File: src/rtl/pipe_pkg.sv
// Shared pipeline definitions: PCSrc encoding and register-address width.
package pipe_pkg;

   localparam int REG_W   = 5;
   localparam int PCSRC_W = 3;

   localparam logic [PCSRC_W-1:0] PC_SEQ = 3'd0;
   localparam logic [PCSRC_W-1:0] PC_BR  = 3'd1;
   localparam logic [PCSRC_W-1:0] PC_J   = 3'd2;
   localparam logic [PCSRC_W-1:0] PC_JR  = 3'd3;
   localparam logic [PCSRC_W-1:0] PC_INT = 3'd4;
   localparam logic [PCSRC_W-1:0] PC_EXC = 3'd5;

endpackage

File: src/rtl/load_track.sv
// Load-use tracker: a short history of recent load destinations, kept
// until each load's data becomes forwardable to ID, plus the comparators
// that flag an ID source register depending on any of them.
module load_track
   import pipe_pkg::*;
#(
   parameter int LOAD_LAT = 1,
   parameter int LREG_W   = REG_W
) (
   input  logic              clk,
   input  logic              reset,
   input  logic              clr,
   input  logic              ex_memrd,
   input  logic [LREG_W-1:0] ex_rt,
   input  logic [LREG_W-1:0] id_rs,
   input  logic [LREG_W-1:0] id_rt,
   output logic              hazard
);

   // Register 0 is hard-wired, so a dependency on it is never real.
   function automatic logic reg_hit(input logic [LREG_W-1:0] dst,
                                    input logic [LREG_W-1:0] rs,
                                    input logic [LREG_W-1:0] rt);
      return ((rs != '0) && (rs == dst)) || ((rt != '0) && (rt == dst));
   endfunction

   logic ex_hit;

   assign ex_hit = ex_memrd && reg_hit(ex_rt, id_rs, id_rt);

   genvar gi;
   generate
      if (LOAD_LAT > 1) begin : g_q
         localparam int DEPTH = LOAD_LAT - 1;

         logic [DEPTH-1:0]  vld_reg;
         logic [LREG_W-1:0] rd_reg [DEPTH];
         logic [DEPTH-1:0]  q_hit;

         // Shift the load history one slot per cycle; a flush drops every entry.
         always_ff @(posedge clk or posedge reset) begin
            if (reset) begin
               vld_reg <= '0;
               for (int k = 0; k < DEPTH; k++) rd_reg[k] <= '0;
            end else if (clr) begin
               vld_reg <= '0;
            end else begin
               vld_reg[0] <= ex_memrd;
               rd_reg[0]  <= ex_rt;
               for (int k = 1; k < DEPTH; k++) begin
                  vld_reg[k] <= vld_reg[k-1];
                  rd_reg[k]  <= rd_reg[k-1];
               end
            end
         end

         for (gi = 0; gi < DEPTH; gi++) begin : g_cmp
            assign q_hit[gi] = vld_reg[gi] && reg_hit(rd_reg[gi], id_rs, id_rt);
         end

         assign hazard = ex_hit || (|q_hit);
      end else begin : g_noq
         // With single-cycle latency only the load currently in EX matters.
         logic unused_noq;
         assign unused_noq = ^{clk, reset, clr};
         assign hazard     = ex_hit;
      end
   endgenerate

endmodule

File: src/rtl/hazard_ctrl_p.sv
// Hazard and flush controller beside ID: load-use and mult/div stalls,
// branch/jump/jr/interrupt/exception flushes, and interrupt arbitration.
module hazard_ctrl_p
   import pipe_pkg::*;
#(
   parameter int REG_W    = pipe_pkg::REG_W,
   parameter int PCSRC_W  = pipe_pkg::PCSRC_W,
   parameter int LOAD_LAT = 1,
   parameter int MD_LAT   = 4
) (
   input  logic               clk,
   input  logic               reset,
   input  logic [PCSRC_W-1:0] id_pcsrc,
   input  logic [PCSRC_W-1:0] ex_pcsrc,
   input  logic               alu_zero,
   input  logic               id_ex_memrd,
   input  logic [REG_W-1:0]   id_ex_rt,
   input  logic [REG_W-1:0]   if_id_rs,
   input  logic [REG_W-1:0]   if_id_rt,
   input  logic               id_md_use,
   input  logic               md_start,
   input  logic               irq_req,
   input  logic               irq_en,
   output logic               stall,
   output logic               if_id_flush,
   output logic               id_ex_flush,
   output logic               ex_mem_kill,
   output logic               irq_take,
   output logic               md_busy
);

   logic       br;
   logic       jr;
   logic       jmp;
   logic       ie;
   logic       exc;
   logic       ld_haz;
   logic       md_haz;
   logic       md_issue;
   logic [5:0] cnt_reg;
   logic       irq_pend_reg;

   // Decode redirect sources and the flushes they imply.
   always_comb begin
      br          = (ex_pcsrc == PCSRC_W'(PC_BR)) && alu_zero;
      jr          = (ex_pcsrc == PCSRC_W'(PC_JR));
      jmp         = (id_pcsrc == PCSRC_W'(PC_J));
      exc         = (id_pcsrc == PCSRC_W'(PC_EXC));
      ie          = (id_pcsrc == PCSRC_W'(PC_INT)) || exc;
      if_id_flush = br || jr || jmp || ie;
      id_ex_flush = br || jr || ie;
      ex_mem_kill = ie;
   end

   load_track #(
      .LOAD_LAT (LOAD_LAT),
      .LREG_W   (REG_W)
   ) u_load_track (
      .clk      (clk),
      .reset    (reset),
      .clr      (ie),
      .ex_memrd (id_ex_memrd),
      .ex_rt    (id_ex_rt),
      .id_rs    (if_id_rs),
      .id_rt    (if_id_rt),
      .hazard   (ld_haz)
   );

   // A mult/div killed by an interrupt/exception never starts.
   assign md_issue = md_start && !ie;

   // Mult/div busy countdown; a new issue restarts the full latency.
   always_ff @(posedge clk or posedge reset) begin
      if (reset) begin
         cnt_reg <= '0;
      end else if (md_issue) begin
         cnt_reg <= 6'(MD_LAT);
      end else if (cnt_reg != '0) begin
         cnt_reg <= cnt_reg - 6'd1;
      end
   end

   assign md_busy = (cnt_reg != '0);
   assign md_haz  = id_md_use && (md_issue || md_busy);

   // An instruction being flushed out of ID has nothing to wait for.
   assign stall = (ld_haz || md_haz) && !if_id_flush;

   // Only take the interrupt on a clean slot; exceptions in ID win.
   assign irq_take = irq_pend_reg && irq_en && !stall && !br && !jr && !jmp && !exc;

   // Latch the request pulse until taken; a new request beats the clear.
   always_ff @(posedge clk or posedge reset) begin
      if (reset) begin
         irq_pend_reg <= 1'b0;
      end else if (irq_req) begin
         irq_pend_reg <= 1'b1;
      end else if (irq_take) begin
         irq_pend_reg <= 1'b0;
      end
   end

endmodule

File: config.mk
export PLATFORM = sky130hd
export DESIGN_NAME = hazard_ctrl_p
export DESIGN_NICKNAME = d
export VERILOG_FILES = /design/src/rtl/pipe_pkg.sv /design/src/rtl/load_track.sv /design/src/rtl/hazard_ctrl_p.sv
export SDC_FILE = /design/constraint.sdc
export NUM_CORES = 1
export LEC_CHECK = 0
export ABC_AREA = 1
export BUFFER_PORTS_ARGS = -buffer_cell sky130_fd_sc_hd__buf_2
export CORE_MARGIN = 2
export CORE_UTILIZATION = 30
export DETAILED_ROUTE_END_ITERATION = 12
export RECOVER_POWER = 50
export SYNTH_ARGS = -nofsm -noshare
export SYNTH_HDL_FRONTEND = slang
export SYNTH_SLANG_ARGS = --single-unit
export TNS_END_PERCENT = 10
File: constraint.sdc
create_clock -name clk -period 2 [get_ports clk]
set_clock_uncertainty 0.05 [all_clocks]
set_input_delay 0.5 -clock clk [delete_from_list [all_inputs] [get_ports clk]]
set_output_delay 0.5 -clock clk [all_outputs]
set_load 0.01 [all_outputs]
After elaboration in Yosys (flattened, before gate mapping)
Cells that the tools add are included.
{ "classes": {"n_addsub": 1, "n_eq_ne": 7, "muxes": 4, "n_reduce_logical": 33} }
{ "ops": {"columns": ["op", "count"], "rows": [
  ["$logic_and A1 B1 Y1", 13],
  ["$mux W6", 2],
  ["$eq A5 B5 Y1", 2],
  ["$reduce_bool A5 Y1", 2],
  ["$logic_or A1 B1 Y1", 8],
  ["$logic_not A1 Y1", 7],
  ["$eq A3 B2 Y1 const B", 2],
  ["$eq A3 B3 Y1 const B", 2],
  ["$reduce_bool A6 Y1", 1],
  ["$sub A6 B1 Y6 const B", 1],
  ["$reduce_bool A2 Y1", 2],
  ["$eq A3 B1 Y1 const B", 1],
  ["$mux W1", 2]
]} }
{ "totals": {"regBits": 7, "in_bits": 29, "word_cells": 47} }

Longest topological paths before layout
Gate-level depths: netlist of run 1.
{ "depth": {"depth_word": 16, "mapped_depth": 12, "depth_no_buf": 12} }

Hierarchy
Synthesis of run 1 repeated with hierarchy kept, for this count alone.
{ "unflattened": {"hier_cells": 122, "area_unflattened_um2": 693.2} }
{ "modules_own_cells": {"columns": ["module", "instances", "cells_each", "area_each_um2", "seq_area_each_um2"], "rows": [
  ["hazard_ctrl_p", 1, 64, 471.7, 175.2],
  ["load_track", 1, 58, 221.5, 0.0]
]} }

Least setup slack after synthesis of run 1
OpenSTA, ideal clock, no wires.
{ "synth_timing": {"path_type": "input to output", "startpoint": "input port id_pcsrc[2]", "endpoint": "output port irq_take", "t_arrival_ns": 1.195, "slack_ns": 0.255, "path_stages": 10, "path_cell_list": "inv_1 > nor2_4 > inv_2 > nand2_2 > nand2_1 > nand2_1 > nand2_2 > nand2_2 > nand2_2 > inv_1"} }
{ "synth_between": {"elab_chain_len": 14, "elab_cells_between_ends": 21, "classes_between": "eq/ne (3); reduce/logical (18)"} }
{ "synth_rtl": {"columns": ["element", "line", "rtl"], "rows": [
  ["start: declaration", "hazard_ctrl_p.sv:13", "input logic [PCSRC_W-1:0] id_pcsrc,"],
  ["$eq A3 B3 Y1, on equally long branches", "hazard_ctrl_p.sv:49, hazard_ctrl_p.sv:48", null],
  ["$logic_or A1 B1 Y1 (*)", "hazard_ctrl_p.sv:49", "ie = (id_pcsrc == PCSRC_W'(PC_INT)) || exc;"],
  ["named net ex_mem_kill", "hazard_ctrl_p.sv:27", "output logic ex_mem_kill,"],
  ["$logic_not A1 Y1", "hazard_ctrl_p.sv:70", "assign md_issue = md_start && !ie;"],
  ["$logic_and A1 B1 Y1", "hazard_ctrl_p.sv:70", null],
  ["$logic_or A1 B1 Y1", "hazard_ctrl_p.sv:84", "assign md_haz = id_md_use && (md_issue || md_busy);"],
  ["$logic_and A1 B1 Y1", "hazard_ctrl_p.sv:84", null],
  ["$logic_or A1 B1 Y1", "hazard_ctrl_p.sv:87", "assign stall = (ld_haz || md_haz) && !if_id_flush;"],
  ["$logic_and A1 B1 Y1 (*)", "hazard_ctrl_p.sv:87", null],
  ["$logic_not A1 Y1 (*)", "hazard_ctrl_p.sv:90", "assign irq_take = irq_pend_reg && irq_en && !stall && !br && !jr && !jmp && !exc;"],
  ["$logic_and A1 B1 Y1 (*) (5 in a row)", "hazard_ctrl_p.sv:90", null],
  ["end: declaration", "hazard_ctrl_p.sv:28", "output logic irq_take,"]
]} }
Mark *: on every way through the listed nets, which the timed path passes. The rest lies on a longest branch.

Worst setup path in the final report of run 1
{ "layout_timing": {"startpoint": "register cnt_reg[1]", "endpoint": "output port irq_take"} }
{ "layout_between": {"elab_chain_len": 11} }
{ "layout_rtl": {"columns": ["element", "line", "rtl"], "rows": [
  ["start: declaration", "hazard_ctrl_p.sv:40", "logic [5:0] cnt_reg;"],
  ["start signal: assignment", "hazard_ctrl_p.sv:77", "cnt_reg <= 6'(MD_LAT);"],
  ["start signal: assignment", "hazard_ctrl_p.sv:79", "cnt_reg <= cnt_reg - 6'd1;"],
  ["$reduce_bool A6 Y1", "hazard_ctrl_p.sv:83", "assign md_busy = (cnt_reg != '0);"],
  ["$logic_or A1 B1 Y1", "hazard_ctrl_p.sv:84", null],
  ["$logic_and A1 B1 Y1", "hazard_ctrl_p.sv:84", null],
  ["$logic_or A1 B1 Y1", "hazard_ctrl_p.sv:87", null],
  ["$logic_and A1 B1 Y1", "hazard_ctrl_p.sv:87", null],
  ["$logic_not A1 Y1", "hazard_ctrl_p.sv:90", null],
  ["$logic_and A1 B1 Y1 (5 in a row)", "hazard_ctrl_p.sv:90", null]
]} }
Every way passes these cells.

==> results of run 1 <==
==> how the worst min path moves through the flow <==
stage	start	slack (ns)	to
3_3_place_gp	reset	0.39	cnt_reg[3]$_DFFE_PP0N_
2_1_floorplan	reset	0.25	cnt_reg[0]$_DFFE_PP0N_
6_report	reset	0.12	cnt_reg[5]$_DFFE_PP0N_
5_1_grt	reset	0.13	cnt_reg[3]$_DFFE_PP0N_
3_5_place_dp	reset	0.40	cnt_reg[5]$_DFFE_PP0N_
4_1_cts	reset	0.13	cnt_reg[3]$_DFFE_PP0N_
==> what timing repair did <==
action / 4_1_cts / 5_1_grt
pin swaps: 4 / 3
gates resized for setup: 7 / 6
setup buffers: 5 / 3
endpoints found under the setup margin: 2 / 3
==> critical path: cells and delay by family, from the launching register on <==
family | cells | cell delay, ns
simple gates | 7 | 0.52
fa+ha+maj | 1 | 0.12
buf+inv | 3 | 0.22
flops | 1 | 0.38
==> synthesized netlist by cell type (all sizes together) <==
cell type / n
nand2: 47
inv: 27
nor2: 16
dfrtp: 7
nand3: 6
a21oi: 3
ha: 2
nor3: 2
o211ai: 2
nand3b: 1
o21a: 1
o21ai: 1
o22ai: 1
o311ai: 1
xor2: 1
==> layer usage <==
metal / wire length, µm / vias up
li1: - / 456
met1: 717 / 334
met2: 823 / 22
met3: 76 / 0
met4: 0 / 0
met5: 0 / -
==> logic make-up (layout without fill, tap and decap cells) <==
kind of cell | Yosys count | after routing | synth area share, %
adders and majority gates | 2 | 2 | 3.72
and+or+nand+nor | 72 | 72 | 45.3
AOI/OAI and AO/OA | 9 | 9 | 8.57
xor gates and xnor gates | 1 | 1 | 1.30
DFF | 7 | 7 | 26.1
buffers and inverters | 27 | 76 | 15.1
==> stage by stage <==
stage	hold WS (ns)	utilization (%)	total power, mW	setup TNS, ns
after CTS	0.129	45.3	0.821	-0.191
final	0.119	47.3	0.891	-0.0715
after global routing	0.132	47.3	0.986	-0.468
after global placement	0.393	41.5	0.592	0
after detailed placement	0.401	41.5	0.604	0
after floorplan	0.253	-	0.476	0
==> power by group <==
part / total [mW] / internal (mW) / switching (mW)
registers: 0.237 / 0.197 / 0.0397
clock network: 0.130 / 0.0763 / 0.0541
logic: 0.524 / 0.275 / 0.249
==> area by class of cell <==
cell class,instances,area [µm²]
clock buffers,4,26.3
fillers,234,1140
inverters,27,104
multi-input cells,84,413
flip-flops and latches,7,175
well taps,28,35.0
repair buffers,45,273
==> results_dict.tcl, run 1 <==
set metrics [dict create \
    worstPathRequired_ns 1.45 \
    nets 199 \
    start_util_pct 31.0 \
    worstMarginPinSlew_ns 0.295 \
    synth_area_leaders "dfrtp_1, nand2_1, inv_1, nor2_1, nand3_1" \
    fin_area_um2 1030 \
    yosysTopAreaCell "dfrtp_1" \
    numCtsBuffers 3 \
    crit_type "flop to output port" \
    clk_pin_slew_worst_paths_ns 0.05 \
    antenna_found_initial 0 \
    min_path_type "primary input to asynchronous set/reset pin" \
    post-place-cells 183 \
    netlist_instances 118 \
    maxCapViolCount 0 \
    initialDrtViolationCount 17 \
    critPathMaxStageDelay_ns 0.38 \
    largest_reg_flops 6 \
    cts_buffer_depth 2 \
    slew-limit-headroom_pct 80.1 \
    grt_pass1_vias 757 \
    finalCritPeriodShare_pct 102 \
    dr.pass1.iters 3 \
    yosys_warnings 0 \
    drv_slew 0 \
    final.min_clock_period_ns 2.04 \
    ys_ff_latch 7 \
    synth_top_area_share_pct 26.1 \
    grt_pass1_wl_mm 2.86 \
    cp_common_cell "nand2_2" \
    grtUsageMet2_pct 26.2 \
    power_leakage_nw 0.640 \
    yosys.cell_types.count 19 \
    diodes 0 \
    crit_path_end "irq_take" \
    ys_seq_area_share_pct 26.1 \
    grt_util_all_layers_pct 14.0 \
    cts_sinks 7 \
    route.vias.total 812 \
    critPathArrivalTime_ns 1.49 \
    h-tree-depth 1 \
    synth_area_um2 672 \
    place_ws_ns 0.0168 \
    wirelength_mm 1.62 \
    row_count 17 \
    reg2regPathDepth 11 \
    fmax_mhz 491 \
    grtUsageMet1_pct 16.6 \
    design.core.area_um2 2170 \
    startpoint "cnt_reg[1]$_DFFE_PP0N_" \
    dpl.hpwl_mm 1.33 \
    status "finished with violations" \
    r2r_start "cnt_reg[1]$_DFFE_PP0N_" \
    clock_latency_ns 0.25 \
    cts_tree "built" \
    most-common-layout-cells "nand2_1, buf_2, inv_1" \
    io_buffers 34 \
    place_area_um2 900 \
    synth.avg_cell_area_um2 5.69 \
    critPathLaunchType "flop" \
    grt-busiest-layer "met2" \
    wl_per_cell_um 8.29 \
    cp_cell_sequence "inv_2 -> ha_4 -> nand3b_1 -> nor2_2 -> nand2_2 -> nand2_2 -> nand2_2 -> nand2_2 -> nand2_2 -> inv_2 -> buf_6" \
    cp_max_fo 2 \
    setup_violations 3 \
    use_met3_pct 2.63 \
    hold_viol 0 \
    gp_congestion 0.812 \
    worstReg2RegEnd "cnt_reg[5]$_DFFE_PP0N_" \
    drc 0 \
    hold_buffers 0 \
    synth_fp_nets 149 \
    grt_max_degree 8 \
    cts_root_buf "clkbuf_4" \
    die-width_um 51.3 \
    critPathCaptureType "output port" \
    dieArea_um2 2630 \
    layout_commonest_cell "nand2_1" \
    area_growth_pct 52.7 \
    worst-r2r-setup-slack_ns 0.45 \
    postLayoutSetupSlackWorst_ns -0.0365 \
    powerDensity_nw_per_um2 868 \
    rsz0062_at_grt "true" \
    viasPerCell 4.16 \
    grt_overflow 0 \
    stdcell_count 195 \
    die_h_um 51.3 \
    peakVddDrop_mv 0.381 \
    ios 35 \
    cpMaxStageDelayCell "dfrtp_1" \
    violations "negative setup slack" \
    drive_above_1_share_pct 37.7 \
    ant_nets 0 \
]
Power figures use the tool's default switching activity.
==> run 2, diff against run 1 <==
Clock period 2 ns to 1.65 ns, I/O delays scaled along.
==> run 2 against run 1 <==
Compared with the run above: the run still ends with negative setup slack left; total power is 25% higher; die area stayed put; clock-buffer cell count stayed put; core utilization is 1.3 points higher; combinational power is 28% higher; flip-flop and latch count stayed put; worst setup slack worse by 0.27 ns; via count is 4.1% higher; largest cell class unchanged; largest power group unchanged.
==> results_dict.tcl, run 2 (synthesis results as in run 1) <==
set metrics [dict create \
    clock_latency_ns 0.25 \
    cp_max_fo 2 \
    nets 203 \
    ant_nets 0 \
    multiInputGateArea_um2 415 \
    numCtsBuffers 3 \
    worst_path_dominant_cell_family "simple AND/OR/NAND/NOR gates" \
    violations "negative setup slack" \
    grt_pass1_vias 808 \
    min_path_type "primary input to asynchronous set/reset pin" \
    grt_overflow 0 \
    die-width_um 51.3 \
    antenna_found_initial 0 \
    drive_above_1_share_pct 39.2 \
    wl_per_cell_um 8.32 \
    io_buffers 34 \
    postLayoutSetupSlackWorst_ns -0.306 \
    viasPerCell 4.25 \
    clk_pin_slew_worst_paths_ns 0.06 \
    reg2regPathDepth 10 \
    most-common-layout-cells "nand2_1, buf_2, inv_1" \
    critPathArrivalTime_ns 1.49 \
    critical_path_buf_inv_count 3 \
    grtUsageMet2_pct 27.1 \
    use_met3_pct 1.75 \
    setup_violations 3 \
    h-tree-depth 1 \
    route.vias.total 845 \
    maxCapViolCount 0 \
    dieArea_um2 2630 \
    worstReg2RegEnd "cnt_reg[5]$_DFFE_PP0N_" \
    gp_congestion 0.819 \
    drv_slew 0 \
    fmax_mhz 511 \
    cts_root_buf "clkbuf_4" \
    critPathCaptureType "output port" \
    crit_type "flop to output port" \
    ff_latch_area_um2 175 \
    finalCritPeriodShare_pct 119 \
    area_growth_pct 56.8 \
    largest_reg_flops 6 \
    cp_common_cell "nand2_2" \
    worstPathRequired_ns 1.19 \
    start_util_pct 31.0 \
    dr.pass1.iters 4 \
    die_h_um 51.3 \
    row_count 17 \
    cts_tree "built" \
    cpMaxStageDelayCell "dfrtp_1" \
    cts_sinks 7 \
    grt_max_degree 8 \
    final.min_clock_period_ns 1.96 \
    drc 0 \
    ios 35 \
    status "finished with violations" \
    peakVddDrop_mv 0.405 \
    setup_tns_ns -0.816 \
    worst-r2r-setup-slack_ns 0.17 \
    powerDensity_nw_per_um2 1050 \
    total_power_mw 1.11 \
    layout_commonest_cell "nand2_1" \
    utilization_pct 48.6 \
    grt_pass1_wl_mm 3.05 \
    hold_viol 0 \
    cp_cell_sequence "inv_2 -> ha_4 -> nand3b_1 -> nor2_2 -> nand2_2 -> nand2_2 -> nand2_2 -> nand2_2 -> nand2_2 -> inv_2 -> buf_6" \
    rsz0062_at_grt "true" \
    initialDrtViolationCount 11 \
    dpl.hpwl_mm 1.39 \
    r2r_start "cnt_reg[1]$_DFFE_PP0N_" \
    cts_buffer_depth 2 \
    critPathLaunchType "flop" \
    design.core.area_um2 2170 \
    stdcell_count 199 \
    hold_buffers 0 \
    grt_util_all_layers_pct 15.2 \
    grt-busiest-layer "met2" \
    grtUsageMet1_pct 18.2 \
    diodes 0 \
    worstMarginPinSlew_ns 0.303 \
    critPathMaxStageDelay_ns 0.38 \
    post-place-cells 190 \
    fill_cells 225 \
    slew-limit-headroom_pct 79.5 \
    wirelength_mm 1.66 \
    power_leakage_nw 0.655 \
]
## run 2: worst max path at each step
stage	end	depth (start not counted)	startpoint	slack, ns
2_1_floorplan	irq_take	10	cnt_reg[0]$_DFFE_PP0N_	0.02
3_3_place_gp	irq_take	13	id_ex_rt[1]	-0.14
3_5_place_dp	irq_take	13	id_ex_rt[1]	-0.14
4_1_cts	irq_take	11	cnt_reg[1]$_DFFE_PP0N_	-0.39
5_1_grt	irq_take	11	cnt_reg[1]$_DFFE_PP0N_	-0.45
6_report	irq_take	11	cnt_reg[1]$_DFFE_PP0N_	-0.31
## run 2: what timing repair did
| action | CTS | global route |
|---|---|---|
| setup endpoints to repair | 4 | 5 |
| pin swaps | 4 | 8 |
| gates resized for setup | 9 | 4 |
| setup buffers | 5 | 0 |
## run 2: stage by stage
stage	area (µm²)	hold slack [ns]	worst slack, ns
6_report	1050	0.0317	-0.306
5_1_grt	1050	0.0617	-0.447
2_1_floorplan	672	0.166	0.0189
3_5_place_dp	952	0.318	-0.136
4_1_cts	1040	0.0429	-0.394
3_3_place_gp	952	0.309	-0.136
## run 2: area by class of cell
type,instances,area share [%]
Clock buffer,4,2.49
Inverter,27,9.86
Multi-Input combinational cell,84,39.4
Sequential cell,7,16.6
Tap cell,28,3.33
Timing Repair Buffer,49,28.3
## run 2: power by group
part	internal (mW)	switching, mW	total (mW)
Clock	0.0927	0.0685	0.161
Sequential	0.239	0.0369	0.276
Combinational	0.360	0.313	0.673
Total	0.692	0.418	1.11
## run 2: layer usage
metal | routed length (µm) | part of all wire, %
met2 | 836 | 51
met5 | 0 | 0
met3 | 72 | 4.4
met1 | 722 | 44
met4 | 23 | 1.4
==> run 3, diff against run 2 <==
Settings changed: ABC_AREA 1 to 0, CAP_MARGIN set to 5, SYNTH_HIERARCHICAL set to 1.
==> run 3 against run 2 <==
Compared with the run above: the run still ends with negative setup slack left; non-clock buffer count shrank 1; critical path depth shrank 3; register-to-register slack lost 0.22 ns; highest routed layer unchanged.
==> results_dict.tcl, run 3 <==
set metrics [dict create \
    utilization_pct 52.2 \
    row_count 16 \
    powerDensity_nw_per_um2 1180 \
    nets 156 \
    fmax_mhz 454 \
    synth_simple_gate_area_share_pct 24.7 \
    dr.pass1.iters 4 \
    grt_util_all_layers_pct 14.0 \
    start_util_pct 32.0 \
    async_flop_share_pct 100 \
    setup_violations 5 \
    grt_pass1_wl_mm 2.71 \
    synth_area_leaders "dfrtp_1, xnor2_1, nor2_1, inv_1, o41ai_2" \
    synth_fp_nets 105 \
    clock_latency_ns 0.25 \
    cts_sinks 7 \
    synth-edff-count 0 \
    synth_compound_area_share_pct 20.5 \
    cts_root_buf "clkbuf_4" \
    cts_tree "built" \
    wl_per_cell_um 10.6 \
    dpl.hpwl_mm 1.31 \
    wirelength_mm 1.60 \
    ant_nets 0 \
    synthAdderAreaFrac_pct 3.94 \
    critPathLaunchType "primary input" \
    grt_overflow 0 \
    die-width_um 50.0 \
    route.vias.total 687 \
    drc 0 \
    yosys_warnings 6 \
    cpMaxStageDelayCell "o41ai_2" \
    postLayoutSetupSlackWorst_ns -0.552 \
    worstMarginPinSlew_ns 0.300 \
    power_leakage_nw 0.509 \
    synth_top_area_share_pct 27.6 \
    ios 35 \
    final.min_clock_period_ns 2.20 \
    numCtsBuffers 3 \
    io_buffers 34 \
    area_growth_pct 63.1 \
    clk_pin_slew_worst_paths_ns 0.05 \
    critPathArrivalTime_ns 1.74 \
    worstPathRequired_ns 1.19 \
    grt_pass1_vias 644 \
    largest_reg_flops 6 \
    crit_type "primary input to output port" \
    critPathCaptureType "output port" \
    synthMuxAreaShare_pct 1.58 \
    design.core.area_um2 1980 \
    slew-limit-headroom_pct 80.0 \
    ys_seq_area_share_pct 27.6 \
    ys_top_cells_by_count "nor2_1, inv_1, xnor2_1" \
    yosysMostFrequentCell "nor2_1" \
    yosysTopAreaCell "dfrtp_1" \
    synth.avg_cell_area_um2 8.57 \
    gp_congestion 0.798 \
    setup_tns_ns -1.57 \
    die_h_um 50.0 \
    synthFlopType "dfrtp_1" \
    synth_area_um2 634 \
    peakVddDrop_mv 1.02 \
    most-common-layout-cells "buf_2, buf_4, nor2_1" \
    violations "negative setup slack" \
    cp_cell_sequence "buf_2 -> o41ai_2 -> a21oi_1 -> o21a_1 -> a2111oi_4 -> nor3_2 -> nor3_2 -> buf_2" \
    maxCapViolCount 0 \
    initialDrtViolationCount 5 \
    antenna_found_initial 0 \
    finalCritPeriodShare_pct 133 \
    h-tree-depth 1 \
    hold_viol 0 \
    hold_ws_ns 0.0362 \
    grt_max_degree 8 \
    layout_commonest_cell "buf_2" \
    status "finished with violations" \
    min_path_type "primary input to asynchronous set/reset pin" \
    yosys.cell_types.count 29 \
    ys_ff_latch 7 \
    netlist_instances 74 \
    viasPerCell 4.55 \
    rsz0062_at_grt "true" \
    drv_slew 0 \
    dieArea_um2 2500 \
    drive_above_1_share_pct 54.0 \
    total_power_mw 1.22 \
    cts_buffer_depth 2 \
    synth_top_family_by_area "simple AND/OR/NAND/NOR gates" \
    synth-xor-area-share_pct 15.2 \
    postCtsSetupBuffers 0 \
    critPathMaxStageDelay_ns 0.30 \
    diodes 0 \
    cp_max_fo 2 \
]
run 3: changes by cell type after synthesis, moves of 2 or more:
| cell | delta |
|---|---|
| nand2_1 | -40 |
| inv_1 | -16 |
| xnor2_1 | +9 |
| nand3_1 | -6 |
| nand2_2 | -4 |
| nor2_1 | -3 |
| nor3_1 | +3 |
| clkbuf_1 | +2 |
| inv_2 | -2 |
| nand4_1 | +2 |
| o211ai_1 | -2 |
| o41ai_2 | +2 |
run 3: per-layer routing:
layer	up-vias	global-route usage (%)	wire, µm
met1	307	18.4	711
met2	22	22.1	791
met4	0	2.78	9
met3	2	4.85	84
li1	356	-	-
met5	-	0	0
run 3: per-stage QoR:
| step | area (µm²) | std cells | setup WS [ns] |
|---|---|---|---|
| global placement | 941 | 147 | -0.577 |
| finish | 1030 | 151 | -0.552 |
| global route | 1030 | 151 | -0.676 |
| floorplan | 639 | 74 | -0.405 |
| detailed placement | 941 | 147 | -0.584 |
| CTS | 1000 | 151 | -0.554 |
run 3: critical path, delay by kind of cell:
kind	cells	cell delay [ns]
compound gates	4	0.87
buf+inv	2	0.26
simple gates	2	0.19
run 3: cell families after synthesis:
| logic type | count (synthesis) |
|---|---|
| compound gates | 13 |
| mux | 1 |
| fa+ha+maj | 2 |
| buf+inv | 11 |
| flops | 7 |
| xor+xnor | 11 |
| simple gates | 29 |
run 3: path summary, 6_finish.rpt:
check                      depth (start not counted)                  endpoint  slack [ns]                     start
max in group asynchronous                          2    cnt_reg[2]$_DFFE_PP0N_        1.29                     reset
setup reg to reg                                   4  irq_pend_reg$_DFFE_PP0P_       -0.05    cnt_reg[2]$_DFFE_PP0N_
setup / recovery                                   8                  irq_take       -0.55               if_id_rt[1]
hold / removal                                     2    cnt_reg[5]$_DFFE_PP0N_        0.04                     reset
min in group clk                                   2  irq_pend_reg$_DFFE_PP0P_        0.33                   irq_req
hold reg to reg                                    1  irq_pend_reg$_DFFE_PP0P_        0.46  irq_pend_reg$_DFFE_PP0P_
run 3: cell type report:
cell class / instances / area, µm²
inverter: 9 / 33.8
multi-input combinational: 56 / 468
fill: 189 / 947
timing repair buffer: 48 / 298
sequential: 7 / 175
tap: 27 / 33.8
clock buffer: 4 / 26.3
run 3: timing repair:
action / 4_1_cts / 5_1_grt
setup endpoints to repair: 7 / 9
hold buffers: 0 / 0
gates resized for setup: 7 / 8
pin swaps: 2 / 2
run 3: power breakdown:
| part | internal (mW) | total [mW] | switching (mW) |
|---|---|---|---|
| clock | 0.0923 | 0.156 | 0.0636 |
| combinational | 0.443 | 0.791 | 0.349 |
| sequential | 0.243 | 0.276 | 0.0325 |
| total | 0.778 | 1.22 | 0.445 |
